[src/rtl/pe_ctx_issuer.sv]
// pe_ctx_issuer: steps through a per-PE context memory, issuing FU ops and returning results on valid/ready.
module pe_ctx_issuer #(
  parameter int FU_W      = 4,
  parameter int DATA_W    = 32,
  parameter int IMM_W     = 16,
  parameter int CTX_DEPTH = 16,
  parameter int AW        = 4
) (
  input  logic                    clk,
  input  logic                    rst_n,
  input  logic                    cfg_we,
  input  logic [AW-1:0]           cfg_addr,
  input  logic [FU_W+4+IMM_W-1:0] cfg_wdata,
  input  logic [AW:0]             cfg_len,
  input  logic [15:0]             cfg_iter,
  input  logic                    start,
  input  logic                    in_valid,
  input  logic [DATA_W-1:0]       in_a,
  input  logic [DATA_W-1:0]       in_b,
  output logic                    in_ready,
  output logic [FU_W-1:0]         fu_opcode,
  output logic [DATA_W-1:0]       fu_a,
  output logic [DATA_W-1:0]       fu_b,
  input  logic [DATA_W-1:0]       fu_result,
  output logic                    out_valid,
  output logic [DATA_W-1:0]       out_data,
  input  logic                    out_ready,
  output logic                    busy,
  output logic                    done,
  output logic                    err
);
  localparam int CW = FU_W + 4 + IMM_W;
  typedef enum logic [1:0] {IDLE, RUN, DRAIN} state_t;
  state_t            state_q, state_d;
  logic [CW-1:0]     ctx_q [CTX_DEPTH];
  logic [CW-1:0]     ctx_d [CTX_DEPTH];
  logic [AW-1:0]     pc_q, pc_d;
  logic [AW:0]       len_q, len_d;
  logic [15:0]       pass_q, pass_d, iter_q, iter_d;
  logic [DATA_W-1:0] acc_q, acc_d, out_data_q, out_data_d;
  logic              out_valid_q, out_valid_d, done_q, done_d, err_q, err_d;
  logic [CW-1:0]     cur;
  logic [FU_W-1:0]   op;
  logic [1:0]        sa, sb;
  logic [DATA_W-1:0] immx, res;
  logic              run, fire, wrap, last, illegal, start_ok;

  function automatic logic [DATA_W-1:0] sel(input logic [1:0] s, input logic [DATA_W-1:0] in, imm, acc);
    return s == 2'd0 ? in : s == 2'd1 ? imm : s == 2'd2 ? acc : '0;
  endfunction

  assign cur       = ctx_q[pc_q];
  assign op        = cur[CW-1 -: FU_W];
  assign sa        = cur[IMM_W+3 -: 2];
  assign sb        = cur[IMM_W+1 -: 2];
  assign immx      = DATA_W'(cur[IMM_W-1:0]);
  assign run       = state_q == RUN;
  assign in_ready  = run & (~out_valid_q | out_ready);
  assign fire      = in_valid & in_ready;
  assign wrap      = {1'b0, pc_q} == len_q - 1'b1;
  assign last      = wrap & (pass_q == iter_q - 16'd1);
  assign illegal   = op > FU_W'(8);
  assign res       = illegal ? '0 : fu_result;
  assign start_ok  = start && cfg_len != '0 && cfg_len <= (AW+1)'(CTX_DEPTH) && cfg_iter != '0;
  assign fu_opcode = run ? op : '0;
  assign fu_a      = run ? sel(sa, in_a, immx, acc_q) : '0;
  assign fu_b      = run ? sel(sb, in_b, immx, acc_q) : '0;
  assign out_valid = out_valid_q;
  assign out_data  = out_data_q;
  assign done      = done_q;
  assign err       = err_q;
  assign busy      = state_q != IDLE;

  always_comb begin
    state_d     = state_q;
    ctx_d       = ctx_q;
    pc_d        = pc_q;
    pass_d      = pass_q;
    len_d       = len_q;
    iter_d      = iter_q;
    acc_d       = acc_q;
    out_data_d  = out_data_q;
    out_valid_d = out_valid_q & ~out_ready;
    done_d      = 1'b0;
    err_d       = err_q;
    if (state_q == IDLE && cfg_we) ctx_d[cfg_addr] = cfg_wdata;
    if (state_q == IDLE && start_ok) begin
      state_d = RUN;
      pc_d    = '0;
      pass_d  = '0;
      len_d   = cfg_len;
      iter_d  = cfg_iter;
    end
    // a fire in the same cycle as an accept reloads out_valid for full throughput
    if (fire) begin
      out_valid_d = 1'b1;
      out_data_d  = res;
      acc_d       = res;
      err_d       = err_q | illegal;
      pc_d        = wrap ? '0 : pc_q + 1'b1;
      pass_d      = wrap ? pass_q + 16'd1 : pass_q;
      state_d     = last ? DRAIN : state_q;
    end
    if (state_q == DRAIN && out_valid_q && out_ready) begin
      state_d = IDLE;
      done_d  = 1'b1;
    end
  end

  always_ff @(posedge clk or negedge rst_n) begin
    if (!rst_n) begin
      state_q     <= IDLE;
      ctx_q       <= '{default: '0};
      pc_q        <= '0;
      pass_q      <= '0;
      len_q       <= '0;
      iter_q      <= '0;
      acc_q       <= '0;
      out_data_q  <= '0;
      out_valid_q <= 1'b0;
      done_q      <= 1'b0;
      err_q       <= 1'b0;
    end else begin
      state_q     <= state_d;
      ctx_q       <= ctx_d;
      pc_q        <= pc_d;
      pass_q      <= pass_d;
      len_q       <= len_d;
      iter_q      <= iter_d;
      acc_q       <= acc_d;
      out_data_q  <= out_data_d;
      out_valid_q <= out_valid_d;
      done_q      <= done_d;
      err_q       <= err_d;
    end
  end
endmodule

[config.mk]
export PLATFORM = sky130hd
export DESIGN_NAME = pe_ctx_issuer
export DESIGN_NICKNAME = d
export VERILOG_FILES = /design/src/rtl/pe_ctx_issuer.sv
export SDC_FILE = /design/constraint.sdc
export NUM_CORES = 1
export LEC_CHECK = 0
export CAP_MARGIN = 15
export CORE_ASPECT_RATIO = 2
export CORE_MARGIN = 5
export CORE_UTILIZATION = 55
export DETAILED_ROUTE_END_ITERATION = 16
export GPL_ROUTABILITY_DRIVEN = 0
export PLACE_DENSITY_LB_ADDON = 0.1
export SETUP_SLACK_MARGIN = 0.4
export SYNTH_ARGS = -nofsm -noshare
export SYNTH_HDL_FRONTEND = slang
export SYNTH_SLANG_ARGS = --single-unit
[constraint.sdc]
create_clock -name clk -period 7.7 [get_ports clk]
set_input_delay 0.77 -clock clk [delete_from_list [all_inputs] [get_ports clk]]
set_output_delay 0.77 -clock clk [all_outputs]
set_load 0.01 [all_outputs]
==> results.tsv, run 1 <==
stage	metric	value	unit
run_status	status	completed	
global_routing	grt_start_max_net_pins	172	
synth	synth-seq-cells	462	
clock_tree	cts_resized	0	
route	drc_errors	0	
worst_setup_path	worstSetupStartpointType	register	
clock_tree	cts.htree.levels	2	
route	viasPerCell	6.137	
global_routing	grt_pass1_wl	99.73	mm
worst_setup_path	critPathArrivalTime	4.70	ns
synth	ys.flop_type	dfrtp_1	
synth	ys_types	60	
clock_tree	worstSkewPairLatency	0.56	ns
clock_tree	postCtsSetupBuffers	0	
worst_setup_path	crit_type	reg -> out	
worst_setup_path	path_cells	buf_12 > mux4_2 > a22oi_1 > nand4_1 > o32ai_1 > clkdlybuf4s50_1	
sta	maxSlewHeadroom	0.2593	
layout	drive_above_1_share	0.2841	
floorplanning	fp.coreArea	40990	um2
power	power	0.008245	W
synth	async_reset_ff_frac	1.000	
layout	instances_no_fill	2537	
worst_setup_path	path_buf_inv	2	
synth	synth.most_common_cell	dfrtp_1	
clock_tree	cts_tree	built	
synth	synthesis.nets	1939	
route	post_drt_wl_per_cell	25.10	um
floorplanning	io_pins	256	
placed_design	post_dp_cell_area	25620	um2
sta	hold_violations	0	
clock_tree	path_clk_slew	0.06	ns
worst_setup_path	critical_path.top_delay_family	buffers and inverters	
route	num_vias	15570	
layout	area_growth	18.99	%
worst_setup_path	max_stage_delay	0.75	ns
sta	rsz0062_at_grt	no	
worst_hold_path	hp-class	in -> async	
global_routing	grt_overflow	0	
sta	clock.fmax	182.7	MHz
layout	stdcell_area	26990	um2
sta	fin_crit_sh	0.7109	
clock_tree	ctsHoldBuffers	0	
synth	synthCells	1784	
global_routing	grt.total_usage	0.2782	
floorplanning	die-area	45650	um2
clock_tree	cts.sinks	462	
sta	fin_crit	5.474	ns
floorplanning	row_count	105	
synth	synth_area_leader_cell	dfrtp_1	
floorplanning	die_h	297.2	um
synth	syn_avg_cell_area	12.71	um2
worst_setup_path	critPathRequiredTime	6.93	ns
placed_design	placed_cells	2462	
synth	synth_area	22680	um2
synth	synth_warnings	0	
route	wl	63.68	mm
power	power_density	305.5	nW/um2
worst_setup_path	cp_max_fo	93	
global_routing	grt_pass1_vias	16598	
placed_design	dp_hpwl	42.17	mm
clock_tree	ctsLongestPathBuffers	3	
synth	ys_seq_area_frac	0.5097	
sta	finalSetupViolCount	0	
layout	fin_nets	2125	
run	maxCapViolations	0	
route	firstDrtPassIters	5	
floorplanning	start_util	0.5534	
synth	synth_commonest_cells	462 x dfrtp_1, 385 x mux2_2, 180 x nand2_1	
power	vdd_ir_drop_max	518.5	uV
route	drt_iter0_drc	757	
clock_tree	cts_root_buf	clkbuf_16	
clock_tree	cts_buffers	41	
power	power_leakage	12.46	nW
global_routing	antenna_found_initial	3	
layout	fillerInstances	3132	
sta	report.final.slew_viol_count	0	
layout	utilization	0.6585	
placed_design	portBuffers	255	
sta	worstMarginPinSlew	1.107	ns
route	ant_nets	0	
floorplanning	die_w	153.6	um
synth	netlist.area_leader.share	0.5097	
worst_setup_path	cp_slowest_cell	dfrtp_4	
sta	tns	0	ns
worst_setup_path	endpoint_kind	output pin	
sta	finalClockSkew	0.02607	ns
synth	synth_edf_count	0	
synth	synthTopCellsByArea	dfrtp_1 51%, mux2_2 19%, mux4_2 6.6%	
-- cells in the final DEF, fill, tap and decap left out, types with 10 or more instances in the layout --
| master | instances |
|---|---|
| nand2_1 | 179 |
| dfrtp_1 | 460 |
| o22ai_1 | 32 |
| xnor2_1 | 18 |
| o21ai_0 | 30 |
| mux2_2 | 385 |
| clkbuf_16 | 41 |
| a21oi_1 | 59 |
| clkbuf_8 | 10 |
| clkdlybuf4s50_1 | 254 |
| nor2_1 | 53 |
| nor4_1 | 11 |
| o221ai_1 | 32 |
| xor2_1 | 12 |
| nand3_1 | 10 |
| buf_4 | 24 |
| or4_1 | 10 |
| mux2i_1 | 138 |
| inv_1 | 12 |
| nand2b_1 | 20 |
| mux4_2 | 66 |
-- worst reg2reg max path, cell delays in order (launching register included) --
cell and delay (ns):
dfrtp_1 0.94, buf_4 0.42, nor4bb_1 0.33, a22oi_1 0.14
a2111oi_2 0.37, buf_4 0.25, o21ai_1 0.31, or4_1 0.64
a21oi_1 0.15
-- report_power, final --
group	internal (W)	switching, W	leakage [nW]
logic	0.00147	0.00149	5.44
clock network	0.00118	0.000897	0.677
registers	0.00283	0.000377	6.34
total	0.00548	0.00276	12.5
-- flip-flops by register name (all words and copies together) (netlist names) --
name       flops
state_q        2
pc_q           4
done           1
ctx_q        384
out_valid      1
iter_q        16
err            1
out_data      32
pass_q        16
len_q          5
-- area by class of cell --
class	count	area [um2]	area share
antenna	3	7.507	0.0002781
clock inverter	14	171.4	0.006351
inverter	13	48.80	0.001808
timing repair buffer	283	2825	0.1047
tap	535	669.4	0.02480
clock buffer	58	1190	0.04408
sequential	462	11570	0.4285
multi-input combinational	1169	10510	0.3895
-- per-layer routing --
metal / track usage / part of all wire / up-vias / wire length [um]
li1: - / - / 6887 / -
met1: 0.3305 / 0.37 / 8046 / 23860
met2: 0.5118 / 0.54 / 501 / 34330
met3: 0.03538 / 0.047 / 136 / 3016
met4: 0.1019 / 0.039 / 0 / 2476
met5: 0 / 0 / - / 0
-- worst paths after layout --
kind	startpoint	end	slack, ns	cells past startpoint
setup / recovery	pc_q[0]$_DFFE_PN0P_	fu_b[15]	2.23	6
hold / removal	rst_n	iter_q[13]$_DFFE_PN0P_	0.31	1
setup reg to reg	pc_q[2]$_DFFE_PN0P_	pass_q[13]$_DFFE_PN0P_	4.07	8
hold reg to reg	err$_DFFE_PN0P_	err$_DFFE_PN0P_	0.48	1
max in group asynchronous	rst_n	ctx_q[206]$_DFFE_PN0P_	5.88	2
min in group clk	err$_DFFE_PN0P_	err$_DFFE_PN0P_	0.48	1
-- metrics by stage --
step	hold slack [ns]	worst slack, ns
6_report	0.3119	2.226
5_1_grt	0.3886	1.878
4_1_cts	0.3395	2.146
3_5_place_dp	0.4667	2.768
3_3_place_gp	0.4488	2.641
2_1_floorplan	0.4652	4.417
-- cell families (layout without fill, tap and decap cells) --
logic type	after synthesis	in the layout	share of synthesized area
DFF	462	462	0.5097
muxes	589	589	0.3176
xor gates and xnor gates	30	30	0.01158
other	0	3	0
buffers and inverters	153	368	0.03001
and+or+nand+nor	350	350	0.07099
AOI/OAI and AO/OA	196	196	0.05797
adders and majority gates	4	4	0.002206
Note: power is estimated with default switching activity, not from simulation.
==> run 2, diff against run 1 <==
--- a/config.mk
+++ b/config.mk
@@ -8,7 +8,7 @@
 export CAP_MARGIN = 15
 export CORE_ASPECT_RATIO = 2
 export CORE_MARGIN = 5
-export CORE_UTILIZATION = 55
+export CORE_UTILIZATION = 51
 export DETAILED_ROUTE_END_ITERATION = 16
 export GPL_ROUTABILITY_DRIVEN = 0
 export PLACE_DENSITY_LB_ADDON = 0.1
==> constraint.sdc (replaced) <==
create_clock -name clk -period 5.03 [get_ports clk]
set_input_delay 0.503 -clock clk [delete_from_list [all_inputs] [get_ports clk]]
set_output_delay 0.503 -clock clk [all_outputs]
set_load 0.01 [all_outputs]
==> run 2 against run 1 <==
Net effect: die area increased by 7.4%; largest cell class unchanged; sequential power increased by 52%; routed wire length increased by 3.3%; non-clock buffer count increased by 16; the flow now finishes with violations (negative hold slack); clock skew increased by 0.0062 ns; sequential share of layout area decreased by 0.47 points.
==> results.tsv, run 2 (synthesized netlist as in run 1, its figures left out) <==
stage	metric	value	unit
layout	fillerInstances	3528	
worst_setup_path	cp_max_fo	17	
clock_tree	cts.htree.levels	2	
sta	whs	-0.02754	ns
clock_tree	ctsHoldBuffers	0	
layout	largest_register	ctx_q	
clock_tree	postCtsSetupBuffers	0	
worst_setup_path	worstSetupStartpointType	register	
worst_setup_path	r2r-end	pass_q[11]$_DFFE_PN0P_	
placed_design	post_dp_cell_area	25770	um2
sta	fin_crit	4.540	ns
power	power_leakage	12.60	nW
worst_setup_path	worst-r2r-cell-count	7	
sta	worst_slack	0.4900	ns
route	post_drt_wl_per_cell	25.55	um
placed_design	placed_cells	2497	
floorplanning	die_h	308.3	um
run_status	status	finished with violations	
clock_tree	path_clk_slew	0.07	ns
power	power_density	475.1	nW/um2
floorplanning	die-area	49050	um2
layout	largest_reg_flops	384	
run	maxCapViolations	0	
global_routing	grt_pass1_wl	101.6	mm
global_routing	grt_overflow	0	
clock_tree	cts.sinks	462	
sta	fin_crit_sh	0.9026	
layout	layout_commonest_cell	dfrtp_1	
floorplanning	die_w	159.1	um
floorplanning	row_count	109	
global_routing	grt.total_usage	0.2648	
sta	clock.fmax	220.3	MHz
layout	multiInputGateArea	10530	um2
placed_design	portBuffers	255	
worst_setup_path	critPathRequiredTime	4.53	ns
worst_setup_path	endpoint_kind	output pin	
worst_setup_path	r2r_start	pc_q[2]$_DFFE_PN0P_	
global_routing	grt_pass1_vias	16532	
sta	tns	0	ns
layout	stdcell_area	27290	um2
route	drc_errors	0	
layout	area_growth	20.33	%
layout	final_cell_mix	459 x dfrtp_1, 385 x mux2_2, 254 x clkdlybuf4s50_1, 178 x nand2_1, 138 x mux2i_1	
global_routing	antenna_found_initial	2	
layout	regArea	11570	um2
sta	rsz0062_at_grt	yes	
power	vdd_ir_drop_max	290.5	uV
worst_setup_path	reg2reg_slack	1.70	ns
clock_tree	worstSkewPairLatency	0.57	ns
layout	fin_nets	2142	
route	drt_iter0_drc	885	
clock_tree	cts_buffers	42	
route	firstDrtPassIters	5	
clock_tree	cts_tree	built	
sta	finalClockSkew	0.03229	ns
power	power	0.01297	W
sta	maxSlewHeadroom	0.1981	
floorplanning	start_util	0.5133	
route	ant_nets	0	
layout	instances_no_fill	2576	
clock_tree	ctsLongestPathBuffers	3	
run_status	failed_checks	negative hold slack	
floorplanning	fp.coreArea	44190	um2
route	viasPerCell	6.108	
floorplanning	io_pins	256	
placed_design	post-place-ws	0.8891	ns
clock_tree	cts_root_buf	clkbuf_16	
route	num_vias	15735	
worst_setup_path	critPathArrivalTime	4.04	ns
route	wl	65.81	mm
sta	finalSetupViolCount	0	
worst_setup_path	crit_type	reg -> out	
layout	drive_above_1_share	0.2927	
worst_hold_path	hp-class	in -> async	
global_routing	grt_start_max_net_pins	145	
sta	worstMarginPinSlew	1.200	ns
placed_design	dp_hpwl	43.49	mm
sta	hold_violations	14	
sta	report.final.slew_viol_count	0	
## run 2: cell count changes in the layout (fill, tap and decap cells not counted), moves of 2 or more
cell,change
buf_4,+14
bufinv_16,+3
clkbuf_8,-3
clkbuf_1,+2
clkbuf_16,+2
o22ai_1,-2
o22ai_2,+2
## run 2: area by class of cell
class / instances / share of cell area
Inverter: 13 / 0.001788
Antenna cell: 2 / 0.0001834
Clock inverter: 17 / 0.009443
Clock buffer: 59 / 0.04419
Sequential cell: 462 / 0.4238
Timing Repair Buffer: 299 / 0.1093
Tap cell: 555 / 0.02544
Multi-Input combinational cell: 1169 / 0.3859
## run 2: stage by stage
stage / hold WS (ns) / utilization
after global routing: 0.05546 / 0.6177
after global placement: 0.4491 / 0.5832
after floorplan: 0.2074 / -
after CTS: 0.03320 / 0.6175
final: -0.02754 / 0.6177
after detailed placement: 0.4646 / 0.5832
## run 2: worst max-delay path by stage
stage	from	end	slack, ns	cells past startpoint
2_1_floorplan	pc_q[0]$_DFFE_PN0P_	fu_a[10]	2.01	8
3_3_place_gp	pc_q[0]$_DFFE_PN0P_	fu_a[3]	0.93	6
3_5_place_dp	pc_q[0]$_DFFE_PN0P_	fu_a[3]	0.89	6
4_1_cts	pc_q[0]$_DFFE_PN0P_	fu_a[3]	0.38	6
5_1_grt	pc_q[0]$_DFFE_PN0P_	fu_a[18]	0.39	6
6_report	pc_q[0]$_DFFE_PN0P_	fu_a[18]	0.49	6
## run 2: metal layers
layer  wire length [um]  share of wire  track usage
met1              25600           0.39       0.3183
met2              34610           0.53       0.4825
met3               2932          0.045      0.03837
met4               2672          0.041      0.09670
met5                  0              0            0
## run 2: repair_timing
action / 4_1_cts / 5_1_grt
gates resized for setup: 3 / 2
gates cloned: 1 / 0
setup endpoints to repair: 3 / 17
## run 2: power by group
| part | switching (W) | total, W | leakage, nW | internal (W) |
|---|---|---|---|---|
| Combinational | 0.00236 | 0.00468 | 5.54 | 0.00232 |
| Clock | 0.00141 | 0.00340 | 0.725 | 0.00199 |
| Sequential | 0.000548 | 0.00489 | 6.33 | 0.00434 |
| Total | 0.00432 | 0.0130 | 12.6 | 0.00865 |
## run 2: critical path: stages, from the launching register on
cell,delay (ns)
dfrtp_4,0.66
mux4_2,0.54
mux4_2,0.77
inv_1,0.22
nand2_1,0.44
nor2_1,0.26
clkdlybuf4s50_1,0.56
==> run 3, diff against run 2 <==
--- a/config.mk
+++ b/config.mk
@@ -8,11 +8,14 @@
 export CAP_MARGIN = 15
 export CORE_ASPECT_RATIO = 2
 export CORE_MARGIN = 5
-export CORE_UTILIZATION = 51
+export CORE_UTILIZATION = 53
+export CTS_BUF_LIST = sky130_fd_sc_hd__clkbuf_4 sky130_fd_sc_hd__clkbuf_8
+export CTS_CLUSTER_DIAMETER = 100
 export DETAILED_ROUTE_END_ITERATION = 16
 export GPL_ROUTABILITY_DRIVEN = 0
 export PLACE_DENSITY_LB_ADDON = 0.1
 export SETUP_SLACK_MARGIN = 0.4
+export SLEW_MARGIN = 10
 export SYNTH_ARGS = -nofsm -noshare
 export SYNTH_HDL_FRONTEND = slang
 export SYNTH_SLANG_ARGS = --single-unit
==> run 3 against run 2 <==
Net effect: the flow still finishes with violations (negative hold slack); routed wire length rose by 0.23%; global-route usage rose by 1.5 points; sequential power barely moved; clock power fell by 10%; clock skew fell by 0.0085 ns; largest power group unchanged; highest routed layer unchanged.
==> results.tsv, run 3 (synthesized netlist as in run 1, its figures left out) <==
stage	metric	value	unit
run_status	status	finished with violations	
run_status	failed_checks	negative hold slack	
placed_design	dp_hpwl	45.53	mm
clock_tree	worstSkewPairLatency	0.61	ns
power	p_clk_frac	0.243	
global_routing	antenna_found_initial	5	
layout	fin_nets	2163	
floorplanning	die_w	156.3	um
layout	area_growth	19.65	%
floorplanning	io_pins	256	
route	num_vias	15776	
route	wl	65.96	mm
power	power_leakage	12.57	nW
power	vdd_ir_drop_max	308.9	uV
clock_tree	path_clk_slew	0.07	ns
placed_design	portBuffers	255	
sta	hold_violations	2	
power	switching_power	0.004324	W
route	viasPerCell	6.061	
layout	final_cell_mix	460 x dfrtp_1, 385 x mux2_2, 254 x clkdlybuf4s50_1, 177 x nand2_1, 138 x mux2i_1	
worst_setup_path	cp_max_fo	24	
route	drt_iter0_drc	808	
sta	finalClockSkew	0.02381	ns
power	power_density	464.6	nW/um2
clock_tree	cts.htree.levels	3	
clock_tree	ctsLongestPathBuffers	3	
sta	tns	0	ns
global_routing	grt_start_max_net_pins	126	
layout	fillerInstances	3329	
route	ant_nets	0	
global_routing	grt_pass1_vias	16939	
route	post_drt_wl_per_cell	25.34	um
run	maxCapViolations	0	
global_routing	grt_overflow	0	
clock_tree	cts_tree	built	
layout	largest_register	ctx_q	
worst_setup_path	endpoint_kind	output pin	
power	combPwrFrac	0.367	
worst_hold_path	hp-class	in -> async	
placed_design	post-place-ws	0.8283	ns
floorplanning	start_util	0.5345	
layout	largest_reg_flops	384	
layout	utilization	0.6395	
worst_setup_path	reg2reg_slack	1.57	ns
floorplanning	row_count	107	
worst_setup_path	critPathRequiredTime	4.53	ns
clock_tree	ctsHoldBuffers	0	
sta	rsz0062_at_grt	yes	
sta	clock.fmax	223.2	MHz
sta	maxSlewHeadroom	0.2027	
sta	worst_slack	0.5499	ns
power	power.internal	0.008284	W
worst_setup_path	crit_type	reg -> out	
worst_setup_path	worstSetupStartpointType	register	
route	drc_errors	0	
sta	fin_crit_sh	0.8907	
power	p_sw_frac	0.3430	
sta	report.final.slew_viol_count	0	
floorplanning	die_h	302.6	um
layout	drive_above_1_share	0.3078	
sta	finalSetupViolCount	0	
sta	whs	-0.01398	ns
clock_tree	cts_buffers	67	
global_routing	grt.total_usage	0.2796	
sta	fin_crit	4.480	ns
floorplanning	fp.coreArea	42440	um2
power	p_seq_frac	0.390	
floorplanning	die-area	47290	um2
layout	layout_commonest_cell	dfrtp_1	
route	firstDrtPassIters	5	
clock_tree	cts.sinks	462	
sta	worstMarginPinSlew	1.196	ns
worst_setup_path	critPathArrivalTime	3.98	ns
clock_tree	cts_root_buf	clkbuf_8	
global_routing	grt_pass1_wl	100.5	mm
==> run 3: worst paths after layout <==
check                                    startpoint                       to  cells past startpoint
worst max register to register  pc_q[2]$_DFFE_PN0P_   pass_q[13]$_DFFE_PN0P_                      8
min in group clk                       fu_result[3]  out_data[3]$_DFFE_PN0P_                      3
max in group asynchronous                     rst_n   ctx_q[262]$_DFFE_PN0P_                      2
worst min-delay path                          rst_n   iter_q[14]$_DFFE_PN0P_                      1
worst max-delay path            pc_q[2]$_DFFE_PN0P_                  fu_a[8]                      8
worst min register to register      err$_DFFE_PN0P_          err$_DFFE_PN0P_                      1
==> run 3: critical path, stage by stage, from the launching register on <==
cell	delay, ns
dfrtp_1	0.76
nand2b_1	0.46
buf_12	0.31
o221ai_1	0.23
o22ai_1	0.13
a21oi_1	0.53
mux2i_1	0.17
o22ai_1	0.19
clkdlybuf4s50_1	0.58
==> run 3: timing repair <==
action / CTS / global route
buffers inserted: 2 / 0
gates resized for setup: 2 / 2
endpoints found under the setup margin: 48 / 36
==> run 3: metal layers <==
layer  track usage  routed length, um  vias to the layer above
li1              -                  -                     6968
met1        0.3226              24180                     8130
met2        0.4988              35040                      505
met3       0.04953               3466                      173
met4        0.1330               3280                        0
met5             0                  0                        -
==> run 3: area by class of cell <==
class	instances	area (um2)	share of cell area
clock buffer	104	1269	0.04675
sequential	462	11570	0.4263
timing repair buffer	295	2953	0.1088
clock inverter	10	90.09	0.003319
inverter	13	52.55	0.001936
antenna	5	12.51	0.0004610
multi-input combinational	1169	10510	0.3873
tap	545	681.9	0.02513
==> run 3: power by group through the flow <==
stage          Clock (W)  Sequential, W  Combinational [W]
2_1_floorplan          0        0.00474            0.00284
5_1_grt          0.00331        0.00500            0.00495
3_5_place_dp           0        0.00500            0.00459
6_report         0.00306        0.00492            0.00463
4_1_cts          0.00314        0.00491            0.00465
3_3_place_gp           0        0.00496            0.00451
==> run 3: through the flow <==
stage               cell area (um2)  std cells  total power, W  hold WS [ns]
floorplan                     22680       1784        0.007582        0.2074
global placement              25720       2482        0.009471        0.4483
detailed placement            25720       2482        0.009592        0.4513
CTS                           27120       2598         0.01271       0.03854
global route                  27140       2602         0.01326       0.06298
finish                        27140       2603         0.01261      -0.01398
